## src/rtl/load_ext_pkg.sv

```systemverilog
// Shared types and helpers for the mipsel32 load-result formatter and its
// output buffer.
package load_ext_pkg;

    localparam int MODE_W     = 3;
    localparam int LOAD_TAG_W = 5;

    typedef enum logic [MODE_W-1:0] {
        MODE_LB  = 3'd0,
        MODE_LBU = 3'd1,
        MODE_LH  = 3'd2,
        MODE_LHU = 3'd3,
        MODE_LW  = 3'd4,
        MODE_LWL = 3'd5,
        MODE_LWR = 3'd6,
        MODE_ILL = 3'd7
    } load_mode_e;

    // Buffered entry at the default tag width; the pipe re-declares it at TAG_W.
    typedef struct packed {
        logic [31:0]           data;
        logic                  err;
        logic [LOAD_TAG_W-1:0] tag;
    } load_entry_t;

    function automatic int clog2(input int value);
        int result;
        result = 0;
        for (int i = 0; i < 32; i++) begin
            if ((32'd1 << result) < value) begin
                result = result + 1;
            end else begin
                result = result;
            end
        end
        return result;
    endfunction

endpackage

```

## src/rtl/load_format.sv

```systemverilog
// Combinational load formatter: byte-lane select, sign/zero extension,
// LWL/LWR merge with the old rt value, and address/mode error detection.
module load_format
    import load_ext_pkg::*;
(
    input  logic [MODE_W-1:0] mode_i,
    input  logic [1:0]        addr_lo_i,
    input  logic [31:0]       mem_word_i,
    input  logic [31:0]       rt_old_i,
    output logic [31:0]       data_o,
    output logic              err_o
);

    load_mode_e  mode_s;
    logic [7:0]  byte_s;
    logic [15:0] half_s;

    assign mode_s = load_mode_e'(mode_i);
    assign half_s = addr_lo_i[1] ? mem_word_i[31:16] : mem_word_i[15:0];

    // Byte lane picked by the low address bits (little-endian).
    always_comb begin
        byte_s = 8'd0;
        case (addr_lo_i)
            2'd0:    byte_s = mem_word_i[7:0];
            2'd1:    byte_s = mem_word_i[15:8];
            2'd2:    byte_s = mem_word_i[23:16];
            default: byte_s = mem_word_i[31:24];
        endcase
    end

    // Result formatting; an error forces the data to zero.
    always_comb begin
        data_o = 32'd0;
        err_o  = 1'b0;
        case (mode_s)
            MODE_LB:  data_o = {{24{byte_s[7]}}, byte_s};
            MODE_LBU: data_o = {24'd0, byte_s};
            MODE_LH: begin
                if (addr_lo_i[0]) begin
                    err_o = 1'b1;
                end else begin
                    data_o = {{16{half_s[15]}}, half_s};
                end
            end
            MODE_LHU: begin
                if (addr_lo_i[0]) begin
                    err_o = 1'b1;
                end else begin
                    data_o = {16'd0, half_s};
                end
            end
            MODE_LW: begin
                if (addr_lo_i != 2'd0) begin
                    err_o = 1'b1;
                end else begin
                    data_o = mem_word_i;
                end
            end
            MODE_LWL: begin
                case (addr_lo_i)
                    2'd0:    data_o = {mem_word_i[7:0],  rt_old_i[23:0]};
                    2'd1:    data_o = {mem_word_i[15:0], rt_old_i[15:0]};
                    2'd2:    data_o = {mem_word_i[23:0], rt_old_i[7:0]};
                    default: data_o = mem_word_i;
                endcase
            end
            MODE_LWR: begin
                case (addr_lo_i)
                    2'd0:    data_o = mem_word_i;
                    2'd1:    data_o = {rt_old_i[31:24], mem_word_i[31:8]};
                    2'd2:    data_o = {rt_old_i[31:16], mem_word_i[31:16]};
                    default: data_o = {rt_old_i[31:8],  mem_word_i[31:24]};
                endcase
            end
            default: err_o = 1'b1;
        endcase
    end

endmodule

```

## src/rtl/load_extend_pipe.sv

```systemverilog
// Load-result formatter followed by a DEPTH-entry valid/ready FIFO that
// decouples data-SRAM response timing from writeback stalls.
module load_extend_pipe
    import load_ext_pkg::*;
#(
    parameter int TAG_W = 5,
    parameter int DEPTH = 2
) (
    input  logic              clk,
    input  logic              resetn,
    input  logic              flush,
    input  logic              in_valid,
    output logic              in_ready,
    input  logic [31:0]       in_data,
    input  logic [1:0]        in_addr_lo,
    input  logic [MODE_W-1:0] in_mode,
    input  logic [31:0]       in_rt_old,
    input  logic [TAG_W-1:0]  in_tag,
    output logic              out_valid,
    input  logic              out_ready,
    output logic [31:0]       out_data,
    output logic              out_err,
    output logic [TAG_W-1:0]  out_tag
);

    localparam int PTR_W = (clog2(DEPTH) < 1) ? 1 : clog2(DEPTH);
    localparam int CNT_W = PTR_W + 1;
    localparam logic [CNT_W-1:0] CNT_FULL = CNT_W'(DEPTH);

    typedef struct packed {
        logic [31:0]      data;
        logic             err;
        logic [TAG_W-1:0] tag;
    } entry_t;

    logic [31:0]      fmt_data_s;
    logic             fmt_err_s;
    entry_t           wr_entry_s;
    entry_t           head_s;
    logic             push_s;
    logic             pop_s;
    logic [PTR_W-1:0] wr_ptr_q, wr_ptr_d;
    logic [PTR_W-1:0] rd_ptr_q, rd_ptr_d;
    logic [CNT_W-1:0] count_q, count_d;
    entry_t           mem_q [DEPTH];
    entry_t           mem_d [DEPTH];

    load_format u_format (
        .mode_i     (in_mode),
        .addr_lo_i  (in_addr_lo),
        .mem_word_i (in_data),
        .rt_old_i   (in_rt_old),
        .data_o     (fmt_data_s),
        .err_o      (fmt_err_s)
    );

    // Handshake flags come only from the registered count, never from out_ready.
    assign in_ready   = (count_q != CNT_FULL);
    assign out_valid  = (count_q != {CNT_W{1'b0}});
    assign push_s     = in_valid && in_ready && !flush;
    assign pop_s      = out_valid && out_ready && !flush;
    assign wr_entry_s = '{data: fmt_data_s, err: fmt_err_s, tag: in_tag};

    assign head_s    = mem_q[rd_ptr_q];
    assign out_data  = head_s.data;
    assign out_err   = head_s.err;
    assign out_tag   = head_s.tag;

    // Next-state for pointers, occupancy and storage; flush overrides traffic.
    always_comb begin
        wr_ptr_d = wr_ptr_q;
        rd_ptr_d = rd_ptr_q;
        count_d  = count_q;
        for (int i = 0; i < DEPTH; i++) begin
            mem_d[i] = mem_q[i];
        end
        if (flush) begin
            wr_ptr_d = {PTR_W{1'b0}};
            rd_ptr_d = {PTR_W{1'b0}};
            count_d  = {CNT_W{1'b0}};
        end else begin
            if (push_s) begin
                mem_d[wr_ptr_q] = wr_entry_s;
                wr_ptr_d        = wr_ptr_q + PTR_W'(1);
            end else begin
                wr_ptr_d = wr_ptr_q;
            end
            if (pop_s) begin
                rd_ptr_d = rd_ptr_q + PTR_W'(1);
            end else begin
                rd_ptr_d = rd_ptr_q;
            end
            case ({push_s, pop_s})
                2'b10:   count_d = count_q + CNT_W'(1);
                2'b01:   count_d = count_q - CNT_W'(1);
                default: count_d = count_q;
            endcase
        end
    end

    // State registers; reset clears storage so outputs read zero.
    always_ff @(posedge clk or negedge resetn) begin
        if (!resetn) begin
            wr_ptr_q <= {PTR_W{1'b0}};
            rd_ptr_q <= {PTR_W{1'b0}};
            count_q  <= {CNT_W{1'b0}};
            for (int i = 0; i < DEPTH; i++) begin
                mem_q[i] <= '0;
            end
        end else begin
            wr_ptr_q <= wr_ptr_d;
            rd_ptr_q <= rd_ptr_d;
            count_q  <= count_d;
            for (int i = 0; i < DEPTH; i++) begin
                mem_q[i] <= mem_d[i];
            end
        end
    end

endmodule
```

## config.mk

```make
export PLATFORM = sky130hd
export DESIGN_NAME = load_extend_pipe
export DESIGN_NICKNAME = d
export VERILOG_FILES = /design/src/rtl/load_ext_pkg.sv /design/src/rtl/load_format.sv /design/src/rtl/load_extend_pipe.sv
export SDC_FILE = /design/constraint.sdc
export NUM_CORES = 1
export LEC_CHECK = 0
export CAP_MARGIN = 20
export CORE_AREA = 2 2 151 153
export CTS_BUF_LIST = sky130_fd_sc_hd__clkbuf_2
export CTS_CLUSTER_DIAMETER = 50
export DETAILED_ROUTE_END_ITERATION = 6
export DIE_AREA = 0 0 153 155
export GPL_TIMING_DRIVEN = 0
export PLACE_DENSITY = 0.49
export SLEW_MARGIN = 20
export SYNTH_ARGS = -nofsm -noshare
export SYNTH_HDL_FRONTEND = slang
export SYNTH_HIERARCHICAL = 1
export SYNTH_SLANG_ARGS = --single-unit
```

## constraint.sdc

```tcl
create_clock -name clk -period 4.2 [get_ports clk]
set_clock_uncertainty 0.05 [all_clocks]
set_input_delay 0.84 -clock clk [delete_from_list [all_inputs] [get_ports clk]]
set_output_delay 0.84 -clock clk [all_outputs]
set_load 0.1 [all_outputs]
```

Word-level counts from Yosys, hierarchy flattened
Cells that the tools add are included.
{"block": "classes", "add_sub_neg": 4, "n_mul": 0, "n_div": 0, "n_lt_le_gt_ge": 3, "eq_ne": 11, "n_shift": 0, "muxes": 23, "bitwise_logic": 3, "reduce_logical": 16}
{"cell": "case mux 32 bit (7 select lines)", "count": 1}
{"cell": "case mux 32 bit (3 select lines)", "count": 2}
{"cell": "2-to-1 mux 38 bit", "count": 4}
{"cell": "bitwise mux 76 bit", "count": 1}
{"cell": "2-to-1 mux 32 bit", "count": 2}
{"cell": "demux 38 bit (select 1 bit)", "count": 1}
{"cell": "2-to-1 mux 16 bit", "count": 2}
{"cell": "case mux 8 bit (3 select lines)", "count": 1}
{"cell": "equality test 3 bit (second input constant)", "count": 3}
{"cell": "nonzero test 2 bit", "count": 4}
{"cell": "equality test 3 x 2 -> 1 bit (second input constant)", "count": 2}
{"cell": "2-to-1 mux 1 bit", "count": 6}
{"cell": "logical AND 1 bit", "count": 5}
{"cell": "equality test 2 x 1 -> 1 bit (second input constant)", "count": 2}
{"cell": "equality test 2 bit (second input constant)", "count": 2}
{"cell": "greater-or-equal comparator 2 bit (second input constant)", "count": 2}
{"cell": "NOT 1 -> 2 bit", "count": 2}
{"cell": "case mux 2 bit (2 select lines)", "count": 1}
{"cell": "OR reduction 4 bit", "count": 1}
{"cell": "equality test 3 x 1 -> 1 bit (second input constant)", "count": 1}
{"cell": "zero test 3 bit", "count": 1}
{"cell": "case mux 1 bit (3 select lines)", "count": 1}
{"cell": "nonzero test 3 bit", "count": 1}
{"cell": "adder 1 bit (second input constant)", "count": 2}
{"cell": "other kinds (10)", "count": 10}
{"block": "totals", "reg_bits": 80, "latch_bits": 0, "ramBits": 0, "rom_bits": 0, "output_inout_bits": 40, "wordCells": 69, "memories": 0}

Logic depth before layout (Yosys ltp)
{"block": "depth", "ltp_word": 6, "ltp_mapped": 8, "mapped_depth_nobuf": 5}

Hierarchy
The synthesis kept the hierarchy.
{"module": "load_extend_pipe", "instances": 1, "cells_each": 227, "area_per_inst_um2": 3539.6, "seq_area_each_um2": 2001.9}
{"module": "load_format", "instances": 1, "cells_each": 236, "area_per_inst_um2": 1885.6, "seq_area_each_um2": 0.0}

Worst setup path after synthesis
Ideal clock, no wire load.
{"block": "synth_timing", "path_type": "input to register", "start": "input in_addr_lo[1]", "end": "register mem_q[60] in the netlist's numbering", "setup_time_ps": 125, "t_arrival_ps": 2467, "setup_slack_ps": 1558, "stages": 8, "path_buffers": 3, "cell_sequence": "buf_6 mux4_2 and3_1 buf_6 a31oi_4 buf_6 nand2_1 mux2_2"}
{"block": "synth_between", "elab_chain_cells": 4}
{"element": "start: declaration", "line_no": "load_extend_pipe.sv:15", "text": "input logic [1:0] in_addr_lo,"}
{"element": "equality test 2 bit (tied with other cells)", "line_no": "load_format.sv:24, load_format.sv:61, load_format.sv:69"}
{"element": "case mux 32 bit (3 select lines) (tied with other cells)", "line_no": "load_format.sv:69", "text": "case (addr_lo_i)"}
{"element": "case mux 32 bit (7 select lines) *", "line_no": "load_format.sv:36", "text": "case (mode_s)"}
{"element": "named net fmt_data_s[16]", "line_no": "load_extend_pipe.sv:36", "text": "logic [31:0] fmt_data_s;"}
{"element": "bitwise mux 76 bit *", "line_no": "load_extend_pipe.sv:83", "text": "mem_d[wr_ptr_q] = wr_entry_s;"}
{"element": "end signal: indexed assignment", "line_no": "load_extend_pipe.sv:115", "text": "mem_q[i] <= mem_d[i];"}
{"element": "end: declaration", "line_no": "load_extend_pipe.sv:45", "text": "entry_t mem_q [DEPTH];"}
The timed path passes the listed nets; every way through them passes the cells marked *.
A chain may end at the register's enable or synchronous reset.

Worst setup path after layout
{"block": "layout_timing", "start": "register rd_ptr_q", "end": "output out_data[14]"}
{"block": "layout_between", "elab_chain_cells": 4}
{"element": "start: declaration", "line_no": "load_extend_pipe.sv:43", "text": "logic [PTR_W-1:0] rd_ptr_q, rd_ptr_d;"}
{"element": "start signal: assignment", "line_no": "load_extend_pipe.sv:105", "text": "rd_ptr_q <= {PTR_W{1'b0}};"}
{"element": "start signal: assignment", "line_no": "load_extend_pipe.sv:112", "text": "rd_ptr_q <= rd_ptr_d;"}
{"element": "NOT 1 -> 2 bit (not written as such)", "line_no": "load_extend_pipe.sv:64", "text": "assign head_s = mem_q[rd_ptr_q];"}
{"element": "2-to-1 mux 38 bit (not written as such) (3 in series)", "line_no": "load_extend_pipe.sv:64"}
{"element": "end: declaration", "line_no": "load_extend_pipe.sv:21", "text": "output logic [31:0] out_data,"}
No other way between the ends. The select of a mux whose other input is x is not followed.

==> metrics.md <==
| Metric | Value |
|---|---|
| Via-to-Cell Ratio | 5.13 |
| Startpoint types | flop |
| Average wire per standard cell | 22.3 um |
| R2R Setup Slk | 2.37 ns |
| Pwr per Cell Area | 416 nW/um^2 |
| Family with the most delay on the worst path | buffers and inverters |
| Post-route worst hold slack | 0.0937 ns |
| Total of flip-flops plus latches after synthesis | 80 |
| Cell with the largest stage delay on the worst path | sky130_fd_sc_hd__clkdlybuf4s50_1 |
| Core Footprint | 22,200 sq um |
| Final number of hold-violating endpoints | 0 |
| Leading register cell type out of synthesis | sky130_fd_sc_hd__dfrtp_1 |
| Final TNS setup | 0 ns |
| Cell area after synthesis | 5430 sq um |
| Syn Inst Count | 463 |
| Overall track demand over capacity in global routing | 16.5% |
| Post-route design area | 7060 sq um |
| Maximum fanout count along the critical path | 10 |
| TritonCTS clock tree | built |
| Max Clock Freq | 254 MHz |
| Die area | 23,700 sq um |
| Number of maximum-capacitance constraint violations | 0 |
| Number of port buffers | between 100 and 150 |
| Post-Syn Area per Cell | 11.7 sq um |
| Post-CTS sizing | 0 |
| Placed cell area | between 6000 and 7000 sq um |
| Hold Path Class | in2async |
| Post-synthesis to final-layout area growth | 30.1% |
| Number of buffers added by the clock tree synthesis step | 9 |
| Multiplexer share of the synthesized area | 40.4% |
| # placed instances | 864 |
| Root buffer cell | sky130_fd_sc_hd__clkbuf_2 |
| H-tree level count | 3 |
| Proportion of register bits with asynchronous set or reset after synthesis | 100% |
| Static leakage | 2.99 nW |
| Die span in x | between 150 and 200 um |
| Crit Path Category | reg2out |
| Adder and majority gate portion of the synthesized area | 0% |
| DIE HEIGHT | 155 um |
| Overflow left after global routing | 0 |
| Pre-antenna DRT Iters | 5 |
| Final Slew Violations | 0 |
| Total wire length after detailed routing | about 20,000 um |
| Distinct cell type count after synthesis | 41 |
| Vias in the first global route | 4,818 |
| Number of nets with antenna violations after routing | 0 |
| Number of warnings reported in the yosys synthesis log | 6 |
| Register area share after synthesis | 36.9% |
| Number of top-level design ports | between 100 and 150 |
| Starting utilization of the core area | 24.4% |
| Commonest cells in the netlist | sky130_fd_sc_hd__mux2_2 (134), sky130_fd_sc_hd__dfrtp_1 (80), sky130_fd_sc_hd__nand2_1 (52) |
| Required time at the worst-slack endpoint | 3.31 ns |
| Final Non-Filler Cells | 880 |
| Syn Nets | 542 |
| Starting DRT DRC Count | 309 |
| Cell-by-cell listing of the critical path | clkbuf_1, mux2_2, clkdlybuf4s50_1 |
| Worst Max-Slew Pin Slew | approximately 1.1 ns |
| Dominant cell by count in the synthesized netlist | sky130_fd_sc_hd__mux2_2 |
| Clk pin slew, worst setup/hold paths | 0.23 ns |
| Leading area contributor after synthesis | sky130_fd_sc_hd__dfrtp_1 |
| Post-detailed-placement half-perimeter wirelength | 14,700 um |
| Final setup violation count | 0 |
| Count of flip-flops with a built-in enable after synthesis | 0 |
| Largest net degree at the start of global routing | 59 |
| CP Data Arrival Time | roughly 3 ns |
| Worst rel slew slack | 28.8% |
| Number of setup buffers added after CTS | 0 |
| Leading cell types by total area after synthesis | sky130_fd_sc_hd__dfrtp_1 (37%), sky130_fd_sc_hd__mux2_2 (28%), sky130_fd_sc_hd__mux4_2 (7.1%) |
| Worst-case clock buffer depth | 2 |
| Clock period minus final worst setup slack | between 3 and 4 ns |
| Share of cells above drive strength 1 | 33.3% |
| Number of sinks driven by the clock tree | 80 |
| Max stage delay on crit path | between 1 and 1.5 ns |
| Xor/xnor cell area share of the yosys netlist | less than 1% |
| Setup repair after global routing missed its margin | false |
| Crit path buf inv count | 2 |
| Fraction of post-synthesis cell area in the top cell type by area | 36.9% |
| Final routed DRC violation total | 0 |
| Compound-Gate Fraction of Synth Area | 9.99% |
| Final antenna diode count | 0 |
| Number of antenna violations at the first check in global routing | 1 |
| Cts-stage hold buffer count | 0 |
| Wire length of the first global-routing pass | 29,400 um |
| Result of the run | finished clean |
| Insertion delay to the later sink of the worst-skew pair | 0.57 ns |
| Main combinational cell family by area after synthesis | multiplexers |
| Global placement routability congestion | 0.878 |
| Via count | 4,514 |
| Worst VDD drop | 0.000268 V |
| # nets final | ~670 |
| Count of standard-cell rows | 55 |
| Period utilisation layout | 93.6% |
| Post-synthesis share of cell area spent on and, or, nand and nor gates | 8.03% |
| Category of the worst setup path capture point | output pin |
power by group:
group / internal, W / total [W] / switching (W)
Sequential: 0.000946 / 0.00103 / 0.0000831
Clock: 0.0000758 / 0.000360 / 0.000284
Combinational: 0.000529 / 0.00155 / 0.00102
flip-flops by register name, summed over array words and instances, names as in the netlist:
| register | flops |
|---|---|
| mem_q | 76 |
| count_q | 2 |
| rd_ptr_q | 1 |
| wr_ptr_q | 1 |
per-layer routing:
layer  vias to the layer above  share of wire, %  global-route usage, %
met1                      2248                43                   21.0
li1                       2015                 -                      -
met4                         2               3.0                   6.04
met2                       203                48                   27.2
met3                        46               6.2                   4.15
met5                         -             0.066                      0
worst reg2reg max path, delay by kind of cell (launching register included):
kind | cells | cell delay, ns
mux | 1 | 0.35
flops | 1 | 0.49
simple gates | 2 | 0.36
buf+inv | 3 | 0.49
through the flow:
step / setup WS (ns) / total power (W) / util (%)
2_1_floorplan: 1.56 / 0.00221 / -
3_3_place_gp: -0.611 / 0.00257 / 31.2
3_5_place_dp: 0.497 / 0.00260 / 31.3
4_1_cts: 0.161 / 0.00298 / 31.7
5_1_grt: 0.0562 / 0.00309 / 31.7
6_report: 0.267 / 0.00294 / 31.7
path summary, 6_finish.rpt:
check | from | endpoint | cells after the start
max | rd_ptr_q | out_data[14] | 3
min | resetn | mem_q[50] | 1
max reg2reg | count_q[1] | mem_q[17] | 6
min reg2reg | mem_q[55] | mem_q[55] | 1
max in group asynchronous | resetn | mem_q[19] | 2
min in group clk | mem_q[55] | mem_q[55] | 1
cell type report:
type / instances / area [sq um]
fill: 2296 / 15200
multi-input combinational: 343 / 3180
clock buffer: 9 / 45.0
tap: 285 / 357
sequential: 80 / 2000
timing repair buffer: 116 / 1180
clock inverter: 7 / 48.8
buffer: 36 / 229
inverter: 4 / 15.0
cells by family (layout without fill, tap and decap cells):
logic type | after synthesis | count (layout)
muxes | 181 | 181
DFF | 80 | 80
buffers and inverters | 40 | 172
xor gates and xnor gates | 1 | 1
and+or+nand+nor | 87 | 87
AOI/OAI and AO/OA | 74 | 74
cells in the final DEF, fill, tap and decap left out, types with 2 or more instances in the layout:
cell type	count
sky130_fd_sc_hd__mux2_2	134
sky130_fd_sc_hd__clkdlybuf4s50_1	114
sky130_fd_sc_hd__dfrtp_1	80
sky130_fd_sc_hd__nand2_1	52
sky130_fd_sc_hd__mux2i_1	29
sky130_fd_sc_hd__a21oi_1	19
sky130_fd_sc_hd__a222oi_1	18
sky130_fd_sc_hd__mux4_2	17
sky130_fd_sc_hd__clkbuf_1	13
sky130_fd_sc_hd__o21ai_0	12
sky130_fd_sc_hd__nor2_1	12
sky130_fd_sc_hd__buf_2	9
sky130_fd_sc_hd__clkbuf_2	9
sky130_fd_sc_hd__a22oi_1	8
sky130_fd_sc_hd__o211ai_1	7
sky130_fd_sc_hd__buf_6	6
sky130_fd_sc_hd__buf_4	5
sky130_fd_sc_hd__o221ai_1	5
sky130_fd_sc_hd__nor3b_1	3
sky130_fd_sc_hd__inv_1	3
sky130_fd_sc_hd__nand3b_1	3
sky130_fd_sc_hd__clkinvlp_4	3
sky130_fd_sc_hd__and2_1	3
sky130_fd_sc_hd__or2_2	2
sky130_fd_sc_hd__buf_8	2
sky130_fd_sc_hd__a21o_1	2
sky130_fd_sc_hd__clkinv_4	2
sky130_fd_sc_hd__nor3b_2	2
sky130_fd_sc_hd__buf_1	2
Note: power is estimated with default switching activity, not from simulation.
